## config.mk

```make
export PLATFORM = sky130hd
export DESIGN_NAME = fetch_stage_flat
export DESIGN_NICKNAME = d
export VERILOG_FILES = /design/src/rtl/mips_pkg.sv /design/src/rtl/fetch_stage_if.sv /design/src/rtl/fetch_stage_pc_next_mux.sv /design/src/rtl/fetch_stage.sv /design/src/flat_wrapper.sv
export SDC_FILE = /design/constraint.sdc
export NUM_CORES = 1
export LEC_CHECK = 0
export CAP_MARGIN = 20
export CORE_ASPECT_RATIO = 1.4
export CORE_MARGIN = 2
export CORE_UTILIZATION = 52
export CTS_CLUSTER_DIAMETER = 40
export DETAILED_ROUTE_END_ITERATION = 10
export PLACE_DENSITY = 0.91
export SLEW_MARGIN = 20
export SYNTH_ARGS = -nofsm -noshare
export SYNTH_HDL_FRONTEND = slang
export SYNTH_HIERARCHICAL = 1
export SYNTH_SLANG_ARGS = --single-unit
export TNS_END_PERCENT = 1
```

## constraint.sdc

```tcl
create_clock -name clk -period 4.4 [get_ports clk]
set_input_delay 0.44 -clock clk [delete_from_list [all_inputs] [get_ports clk]]
set_output_delay 0.44 -clock clk [all_outputs]
set_load 0.02 [all_outputs]
```

## src/rtl/mips_pkg.sv

```systemverilog
`default_nettype none
// ============================================================================
// Module   : mips_pkg
// Brief    : Shared constants and types for the 16-bit pipelined MIPS core.
// Revision : 1.0 - initial release
// ============================================================================
package mips_pkg;

    localparam int          WIDTH     = 16;
    localparam int          PC_INC    = 2;
    localparam logic [15:0] RESET_PC  = 16'h0000;
    localparam logic [15:0] NOP_INSTR = 16'h0000;

    // Fetch redirect FSM: RUN fetches normally, PEND holds a buffered branch target
    typedef enum logic [0:0] {
        RUN  = 1'b0,
        PEND = 1'b1
    } fetch_state_t;

    // Next-PC source selection
    typedef enum logic [1:0] {
        SEL_SEQ  = 2'd0,
        SEL_BR   = 2'd1,
        SEL_PEND = 2'd2,
        SEL_HOLD = 2'd3
    } pc_sel_t;

endpackage
`default_nettype wire

```

## src/rtl/fetch_stage_if.sv

```systemverilog
`default_nettype none
// ============================================================================
// Module   : fetch_stage_if
// Brief    : Fetch-stage bus: hazard/branch controls, imem port, IF/ID outputs.
// Revision : 1.0 - initial release
// ============================================================================
interface fetch_stage_if #(
    parameter int WIDTH = mips_pkg::WIDTH
);

    logic             stall;
    logic             br_taken;
    logic [WIDTH-1:0] br_target;
    logic [WIDTH-1:0] imem_data;
    logic [WIDTH-1:0] imem_addr;
    logic [WIDTH-1:0] ifid_instr;
    logic [WIDTH-1:0] ifid_pc_plus;
    logic             ifid_valid;
    logic             redirect_pending;
    logic             misalign_err;

    modport master (
        input  stall,
        input  br_taken,
        input  br_target,
        input  imem_data,
        output imem_addr,
        output ifid_instr,
        output ifid_pc_plus,
        output ifid_valid,
        output redirect_pending,
        output misalign_err
    );

    modport slave (
        output stall,
        output br_taken,
        output br_target,
        output imem_data,
        input  imem_addr,
        input  ifid_instr,
        input  ifid_pc_plus,
        input  ifid_valid,
        input  redirect_pending,
        input  misalign_err
    );

endinterface
`default_nettype wire

```

## src/rtl/fetch_stage_pc_next_mux.sv

```systemverilog
`default_nettype none
// ============================================================================
// Module   : pc_next_mux
// Brief    : Combinational next-PC select and PC+PC_INC adder.
// Revision : 1.0 - initial release
// ============================================================================
module pc_next_mux
    import mips_pkg::pc_sel_t, mips_pkg::SEL_SEQ, mips_pkg::SEL_BR,
           mips_pkg::SEL_PEND, mips_pkg::SEL_HOLD;
#(
    parameter int WIDTH  = 16,
    parameter int PC_INC = 2
) (
    input  pc_sel_t          sel,
    input  logic [WIDTH-1:0] pc,
    input  logic [WIDTH-1:0] br_target,
    input  logic [WIDTH-1:0] pend_target,
    output logic [WIDTH-1:0] pc_next,
    output logic [WIDTH-1:0] pc_plus
);

    localparam logic [WIDTH-1:0] C_INC = WIDTH'(PC_INC);

    // Wraps modulo 2^WIDTH by construction
    assign pc_plus = pc + C_INC;

    always_comb begin
        pc_next = pc;
        case (sel)
            SEL_SEQ:  pc_next = pc_plus;
            SEL_BR:   pc_next = {br_target[WIDTH-1:1], 1'b0};
            SEL_PEND: pc_next = pend_target;
            SEL_HOLD: pc_next = pc;
            default:  pc_next = pc;
        endcase
    end

endmodule
`default_nettype wire

```

## src/rtl/fetch_stage.sv

```systemverilog
`default_nettype none
// ============================================================================
// Module   : fetch_stage
// Brief    : PC register, redirect FSM and IF/ID pipeline register.
// Revision : 1.0 - initial release
// ============================================================================
module fetch_stage
    import mips_pkg::fetch_state_t, mips_pkg::RUN, mips_pkg::PEND,
           mips_pkg::pc_sel_t, mips_pkg::SEL_SEQ, mips_pkg::SEL_BR,
           mips_pkg::SEL_PEND, mips_pkg::SEL_HOLD, mips_pkg::NOP_INSTR;
#(
    parameter int               WIDTH    = mips_pkg::WIDTH,
    parameter logic [WIDTH-1:0] RESET_PC = mips_pkg::RESET_PC,
    parameter int               PC_INC   = mips_pkg::PC_INC
) (
    input  logic          clk,
    input  logic          clr,
    fetch_stage_if.master bus
);

    fetch_state_t     r_state;
    logic [WIDTH-1:0] r_pc;
    logic [WIDTH-1:0] r_pend_target;
    logic [WIDTH-1:0] r_ifid_instr;
    logic [WIDTH-1:0] r_ifid_pc_plus;
    logic             r_ifid_valid;
    logic             r_redirect_pending;
    logic             r_misalign_err;

    pc_sel_t          w_sel;
    logic [WIDTH-1:0] w_pc_next;
    logic [WIDTH-1:0] w_pc_plus;
    logic [WIDTH-1:0] w_br_aligned;

    assign w_br_aligned = {bus.br_target[WIDTH-1:1], 1'b0};

    // A same-cycle branch always beats the buffered target on stall release
    always_comb begin
        w_sel = SEL_HOLD;
        case (r_state)
            RUN: begin
                if (!bus.stall) begin
                    w_sel = bus.br_taken ? SEL_BR : SEL_SEQ;
                end
            end
            PEND: begin
                if (!bus.stall) begin
                    w_sel = bus.br_taken ? SEL_BR : SEL_PEND;
                end
            end
            default: w_sel = SEL_HOLD;
        endcase
    end

    pc_next_mux #(
        .WIDTH  (WIDTH),
        .PC_INC (PC_INC)
    ) u_pc_next_mux (
        .sel         (w_sel),
        .pc          (r_pc),
        .br_target   (bus.br_target),
        .pend_target (r_pend_target),
        .pc_next     (w_pc_next),
        .pc_plus     (w_pc_plus)
    );

    always_ff @(posedge clk or negedge clr) begin
        if (!clr) begin
            r_state            <= RUN;
            r_pc               <= RESET_PC;
            r_pend_target      <= '0;
            r_ifid_instr       <= NOP_INSTR;
            r_ifid_pc_plus     <= '0;
            r_ifid_valid       <= 1'b0;
            r_redirect_pending <= 1'b0;
            r_misalign_err     <= 1'b0;
        end else begin
            r_pc <= w_pc_next;

            if (bus.br_taken && bus.br_target[0]) begin
                r_misalign_err <= 1'b1;
            end

            case (r_state)
                RUN: begin
                    if (bus.br_taken) begin
                        // Flush beats stall; pc_plus deliberately left untouched
                        r_ifid_instr <= NOP_INSTR;
                        r_ifid_valid <= 1'b0;
                        if (bus.stall) begin
                            r_pend_target      <= w_br_aligned;
                            r_state            <= PEND;
                            r_redirect_pending <= 1'b1;
                        end
                    end else if (!bus.stall) begin
                        r_ifid_instr   <= bus.imem_data;
                        r_ifid_pc_plus <= w_pc_plus;
                        r_ifid_valid   <= 1'b1;
                    end
                end
                PEND: begin
                    if (bus.stall) begin
                        if (bus.br_taken) begin
                            r_pend_target <= w_br_aligned;
                        end
                    end else begin
                        r_ifid_instr       <= NOP_INSTR;
                        r_ifid_valid       <= 1'b0;
                        r_state            <= RUN;
                        r_redirect_pending <= 1'b0;
                    end
                end
                default: begin
                    r_state            <= RUN;
                    r_redirect_pending <= 1'b0;
                end
            endcase
        end
    end

    assign bus.imem_addr        = r_pc;
    assign bus.ifid_instr       = r_ifid_instr;
    assign bus.ifid_pc_plus     = r_ifid_pc_plus;
    assign bus.ifid_valid       = r_ifid_valid;
    assign bus.redirect_pending = r_redirect_pending;
    assign bus.misalign_err     = r_misalign_err;

endmodule
`default_nettype wire

```

## src/flat_wrapper.sv

```systemverilog
// flat-port wrapper written by rule: the top's interface ports become plain ports
module fetch_stage_flat import mips_pkg::fetch_state_t, mips_pkg::RUN, mips_pkg::PEND,
           mips_pkg::pc_sel_t, mips_pkg::SEL_SEQ, mips_pkg::SEL_BR,
           mips_pkg::SEL_PEND, mips_pkg::SEL_HOLD, mips_pkg::NOP_INSTR;
#(
    parameter int               WIDTH    = mips_pkg::WIDTH,
    parameter logic [WIDTH-1:0] RESET_PC = mips_pkg::RESET_PC,
    parameter int               PC_INC   = mips_pkg::PC_INC
)
  (clk, clr, bus_stall, bus_br_taken, bus_br_target, bus_imem_data, bus_imem_addr, bus_ifid_instr, bus_ifid_pc_plus, bus_ifid_valid, bus_redirect_pending, bus_misalign_err);
  fetch_stage_if #(.WIDTH(WIDTH)) bus_i ();
  input  logic clk;
  input  logic clr;
  input wire logic [$bits(bus_i.stall)-1:0] bus_stall;
  input wire logic [$bits(bus_i.br_taken)-1:0] bus_br_taken;
  input wire logic [$bits(bus_i.br_target)-1:0] bus_br_target;
  input wire logic [$bits(bus_i.imem_data)-1:0] bus_imem_data;
  output wire logic [$bits(bus_i.imem_addr)-1:0] bus_imem_addr;
  output wire logic [$bits(bus_i.ifid_instr)-1:0] bus_ifid_instr;
  output wire logic [$bits(bus_i.ifid_pc_plus)-1:0] bus_ifid_pc_plus;
  output wire logic [$bits(bus_i.ifid_valid)-1:0] bus_ifid_valid;
  output wire logic [$bits(bus_i.redirect_pending)-1:0] bus_redirect_pending;
  output wire logic [$bits(bus_i.misalign_err)-1:0] bus_misalign_err;
  assign bus_i.stall = bus_stall;
  assign bus_i.br_taken = bus_br_taken;
  assign bus_i.br_target = bus_br_target;
  assign bus_i.imem_data = bus_imem_data;
  assign bus_imem_addr = bus_i.imem_addr;
  assign bus_ifid_instr = bus_i.ifid_instr;
  assign bus_ifid_pc_plus = bus_i.ifid_pc_plus;
  assign bus_ifid_valid = bus_i.ifid_valid;
  assign bus_redirect_pending = bus_i.redirect_pending;
  assign bus_misalign_err = bus_i.misalign_err;
  fetch_stage #(.WIDTH(WIDTH), .RESET_PC(RESET_PC), .PC_INC(PC_INC)) u_core (.clk(clk), .clr(clr), .bus(bus_i));
endmodule
```

==> impl_table.tex <==
\begin{tabular}{lr}
\hline
Metric & Value \\
\hline
\multicolumn{2}{l}{\textbf{Status}} \\
Status & completed \\
\multicolumn{2}{l}{\textbf{CTS}} \\
Post-CTS Hold Buffers & 0 \\
CTS tree & done \\
Number of clock buffers inserted by TritonCTS & 9 \\
Clk pin slew, worst setup/hold paths & 0.07 ns \\
PostCTS Resize Cnt & 0 \\
Clk root buf & sky130\_fd\_sc\_hd\_\_clkbuf\_8 \\
Setup Fix Bufs, Post-CTS & 0 \\
Clock Tree Buf Depth & 2 \\
Clock tree sinks & 67 \\
Insertion delay to the later sink of the worst-skew pair & 0.33 ns \\
Maximum level of the CTS H-tree & 3 \\
\multicolumn{2}{l}{\textbf{Route}} \\
TritonRoute pass-1 iters & 4 \\
Routed Antenna Nets & 0 \\
DRC viols & 0 \\
DR vias/cell & 5.651 \\
Drt total wl & 7.102 mm \\
Drt wl/cell & 16.99 µm \\
Number of DRC violations after detailed-routing iteration 0 & 219 \\
Overall via count from detail\_route & 2362 \\
\multicolumn{2}{l}{\textbf{STA}} \\
Worst-case hold slack & 0.1226 ns \\
Setup Skew & 0.005848 ns \\
Max-slew violation total from the final report & 0 \\
Share of the clock period used by the worst path & 55.81\% \\
Min cycle time layout & 2.456 ns \\
Aggregate negative setup slack & 0 ns \\
Maximum achievable frequency & 407.2 MHz \\
Hold violation count in the final report & 0 \\
Rel. slew slack & 30.13\% \\
Slew at the pin closest to its max-slew limit & 1.045 ns \\
Final setup violation count & 0 \\
Unrepaired setup endpoints after global routing & false \\
\multicolumn{2}{l}{\textbf{Cells and area}} \\
Post-route cell area & 0.004332 mm² \\
Layout cell share with drive strength beyond 1 & 20.81\% \\
Leading cell type in the layout, fill and taps excluded & sky130\_fd\_sc\_hd\_\_clkdlybuf4s50\_1 \\
Most used cells in the layout excluding fill and tap cells & sky130\_fd\_sc\_hd\_\_clkdlybuf4s50\_1, sky130\_fd\_sc\_hd\_\_dfrtp\_1, sky130\_fd\_sc\_hd\_\_nand2\_1 \\
Fillers & 432 \\
Diodes inserted & 0 \\
Layout Nets & 379 \\
Synth-to-Final Area Change & 32.04\% \\
\multicolumn{2}{l}{\textbf{Job}} \\
Maximum Capacitance Violations & 0 \\
\multicolumn{2}{l}{\textbf{Pwr}} \\
Lkg Pwr & 0.001816 µW \\
Worst ir drop on vdd & 302.0 µV \\
Pwr dens & 457.0 mW/mm² \\
\multicolumn{2}{l}{\textbf{Floorplan}} \\
Vertical extent of the die & 97.98 µm \\
Die Outline Area & 0.006969 mm² \\
Core region area & 0.006168 mm² \\
Effective utilization at floorplan & 53.18\% \\
I/O pins & 87 \\
Width of the chip & 71.13 µm \\
Std cell rows & 34 \\
\multicolumn{2}{l}{\textbf{Setup path}} \\
Required time of the critical path & 4.58 ns \\
Data arrival time of the worst path & 2.64 ns \\
Peak fanout along the critical path & 41 \\
Category of the worst setup path launch point & input port \\
WS Path Type & in -> reg \\
Endpoint type of the worst setup path & flip-flop \\
\multicolumn{2}{l}{\textbf{Placed design}} \\
PortBufs & 86 \\
Gp weighted congestion & 0.8478 \\
DPL Wire Length & 5.090 mm \\
Instance area at placement & 0.004135 mm² \\
\multicolumn{2}{l}{\textbf{Yosys}} \\
Count of cell types in the netlist & 44 \\
Post-synthesis share of cell area spent on full adders, half adders and majority gates & 0.3814\% \\
Synth area leader & sky130\_fd\_sc\_hd\_\_dfrtp\_1 \\
Post-Synth Simple-Gate Area & 14.19\% \\
Net count of the mapped netlist & 298 \\
Total number of yosys warnings & 6 \\
Synthesized area per cell & 12.57 µm² \\
Number of synthesized register bits & 67 \\
Top FF cell, synth & sky130\_fd\_sc\_hd\_\_dfrtp\_1 \\
Dominant cells by area after synthesis & sky130\_fd\_sc\_hd\_\_dfrtp\_1, sky130\_fd\_sc\_hd\_\_mux2\_2, sky130\_fd\_sc\_hd\_\_mux4\_2 \\
Mapped Cells & 261 \\
Synthesized-area fraction occupied by xor and xnor cells & 3.699\% \\
Area share of the largest cell type after synthesis & 51.11\% \\
Share of synthesized flip-flops with an asynchronous set or reset & 100.0\% \\
Number of enable-type register cells in the synthesized netlist & 0 \\
Area of the mapped netlist & 0.003281 mm² \\
Main combinational cell family by area after synthesis & multiplexers \\
Compound-cell area share of the yosys netlist & 6.102\% \\
Register area share after synthesis & 51.11\% \\
Share of cell area taken by muxes after synthesis & 20.59\% \\
\multicolumn{2}{l}{\textbf{Global routing}} \\
First-pass GRT wire length & 11.74 mm \\
Largest net degree at the start of global routing & 49 \\
Antenna violations before repair & 0 \\
Total congestion overflow after global routing & 0 \\
Vias in the first global route & 2422 \\
Total GRT Usage & 21.67\% \\
\multicolumn{2}{l}{\textbf{Hold path}} \\
Worst min-delay path category & in -> async \\
\hline
\end{tabular}
-- logic make-up (layout without fill, tap and decap cells) --
logic type	Yosys count	in the layout
flops	67	67
fa+ha+maj	1	1
other cells	1	1
xor+xnor	13	13
simple gates	75	75
mux	46	46
compound gates	35	35
buf+inv	23	108
-- synthesized netlist by cell type (2+ instances only) --
cell type,number
sky130_fd_sc_hd__nand4_2,2
sky130_fd_sc_hd__nor2_1,8
sky130_fd_sc_hd__nor2b_1,2
sky130_fd_sc_hd__a21oi_1,21
sky130_fd_sc_hd__mux4_2,11
sky130_fd_sc_hd__a21o_1,2
sky130_fd_sc_hd__mux2_4,10
sky130_fd_sc_hd__o21a_1,2
sky130_fd_sc_hd__nand3_1,5
sky130_fd_sc_hd__o21ai_0,5
sky130_fd_sc_hd__nand2b_1,2
sky130_fd_sc_hd__nor4_2,2
sky130_fd_sc_hd__or3_1,2
sky130_fd_sc_hd__clkbuf_1,6
sky130_fd_sc_hd__nand2_1,24
sky130_fd_sc_hd__xnor2_1,5
sky130_fd_sc_hd__or3b_1,16
sky130_fd_sc_hd__mux2_2,22
sky130_fd_sc_hd__dfrtp_1,67
sky130_fd_sc_hd__mux2i_1,3
sky130_fd_sc_hd__or2_2,3
sky130_fd_sc_hd__xor2_1,7
sky130_fd_sc_hd__buf_2,9
sky130_fd_sc_hd__inv_1,5
-- critical path, cell delays in order --
cell and delay [ns]:
sky130_fd_sc_hd__clkdlybuf4s50_1 0.45, sky130_fd_sc_hd__buf_4 0.33, sky130_fd_sc_hd__a21o_1 0.76, sky130_fd_sc_hd__mux2_2 0.41, sky130_fd_sc_hd__o22ai_1 0.17, sky130_fd_sc_hd__a21oi_1 0.06
-- routing by layer --
layer	track usage, %	part of all wire (%)	vias to the layer above	wire, µm
li1	-	-	1083	-
met3	5.263	6.1	9	433
met2	37.31	54	103	3858
met1	25.70	38	1167	2697
met5	0	0	-	0
met4	8.999	1.6	0	114
-- report_power, final --
part           total [µW]  leakage [µW]  switching (µW)  internal (µW)
Clock                 505     0.0000995             215            289
Combinational         640      0.000904             287            353
Sequential            835      0.000812             103            733
Total                1980       0.00182             605           1370
-- sequential cells by signal (all words and copies together), names as in the netlist --
signal                       flops
u_core/bus.imem_addr            16
u_core/bus.ifid_valid            1
u_core/bus.ifid_instr           16
u_core/r_state                   1
u_core/bus.misalign_err          1
u_core/bus.redirect_pending      1
u_core/bus.ifid_pc_plus         16
u_core/r_pend_target            15
-- metrics by stage --
step	cells	util [%]	setup slack, ns	total power [µW]
2_1_floorplan	261	-	2.309	1189
3_5_place_dp	403	67.04	1.647	1488
3_3_place_gp	403	67.04	1.675	1460
4_1_cts	418	70.18	1.994	1999
6_report	418	70.22	1.944	1980
5_1_grt	418	70.22	1.811	2072
-- path summary, 6_finish.rpt --
path / startpoint / to / slack, ns / cells after the start
max: bus_stall / u_core/bus.imem_addr[4] / 1.94 / 6
min: clr / u_core/bus.ifid_pc_plus[7] / 0.12 / 1
max reg2reg: u_core/r_state / u_core/bus.imem_addr[4] / 2.06 / 4
min reg2reg: u_core/bus.misalign_err / u_core/bus.misalign_err / 0.46 / 1
max in group asynchronous: clr / u_core/bus.ifid_pc_plus[2] / 3.58 / 2
min in group clk: u_core/bus.misalign_err / u_core/bus.misalign_err / 0.46 / 1
-- cell type report --
cell class | count | area (µm²) | share of cell area (%)
repair buffers | 88 | 873.3 | 20.16
multi-input cells | 171 | 1479 | 34.14
flip-flops and latches | 67 | 1677 | 38.71
clock inverters | 2 | 35.03 | 0.8088
well taps | 72 | 90.09 | 2.080
inverters | 5 | 18.77 | 0.4333
clock buffers | 13 | 158.9 | 3.668
Note: power is estimated with default switching activity, not from simulation.
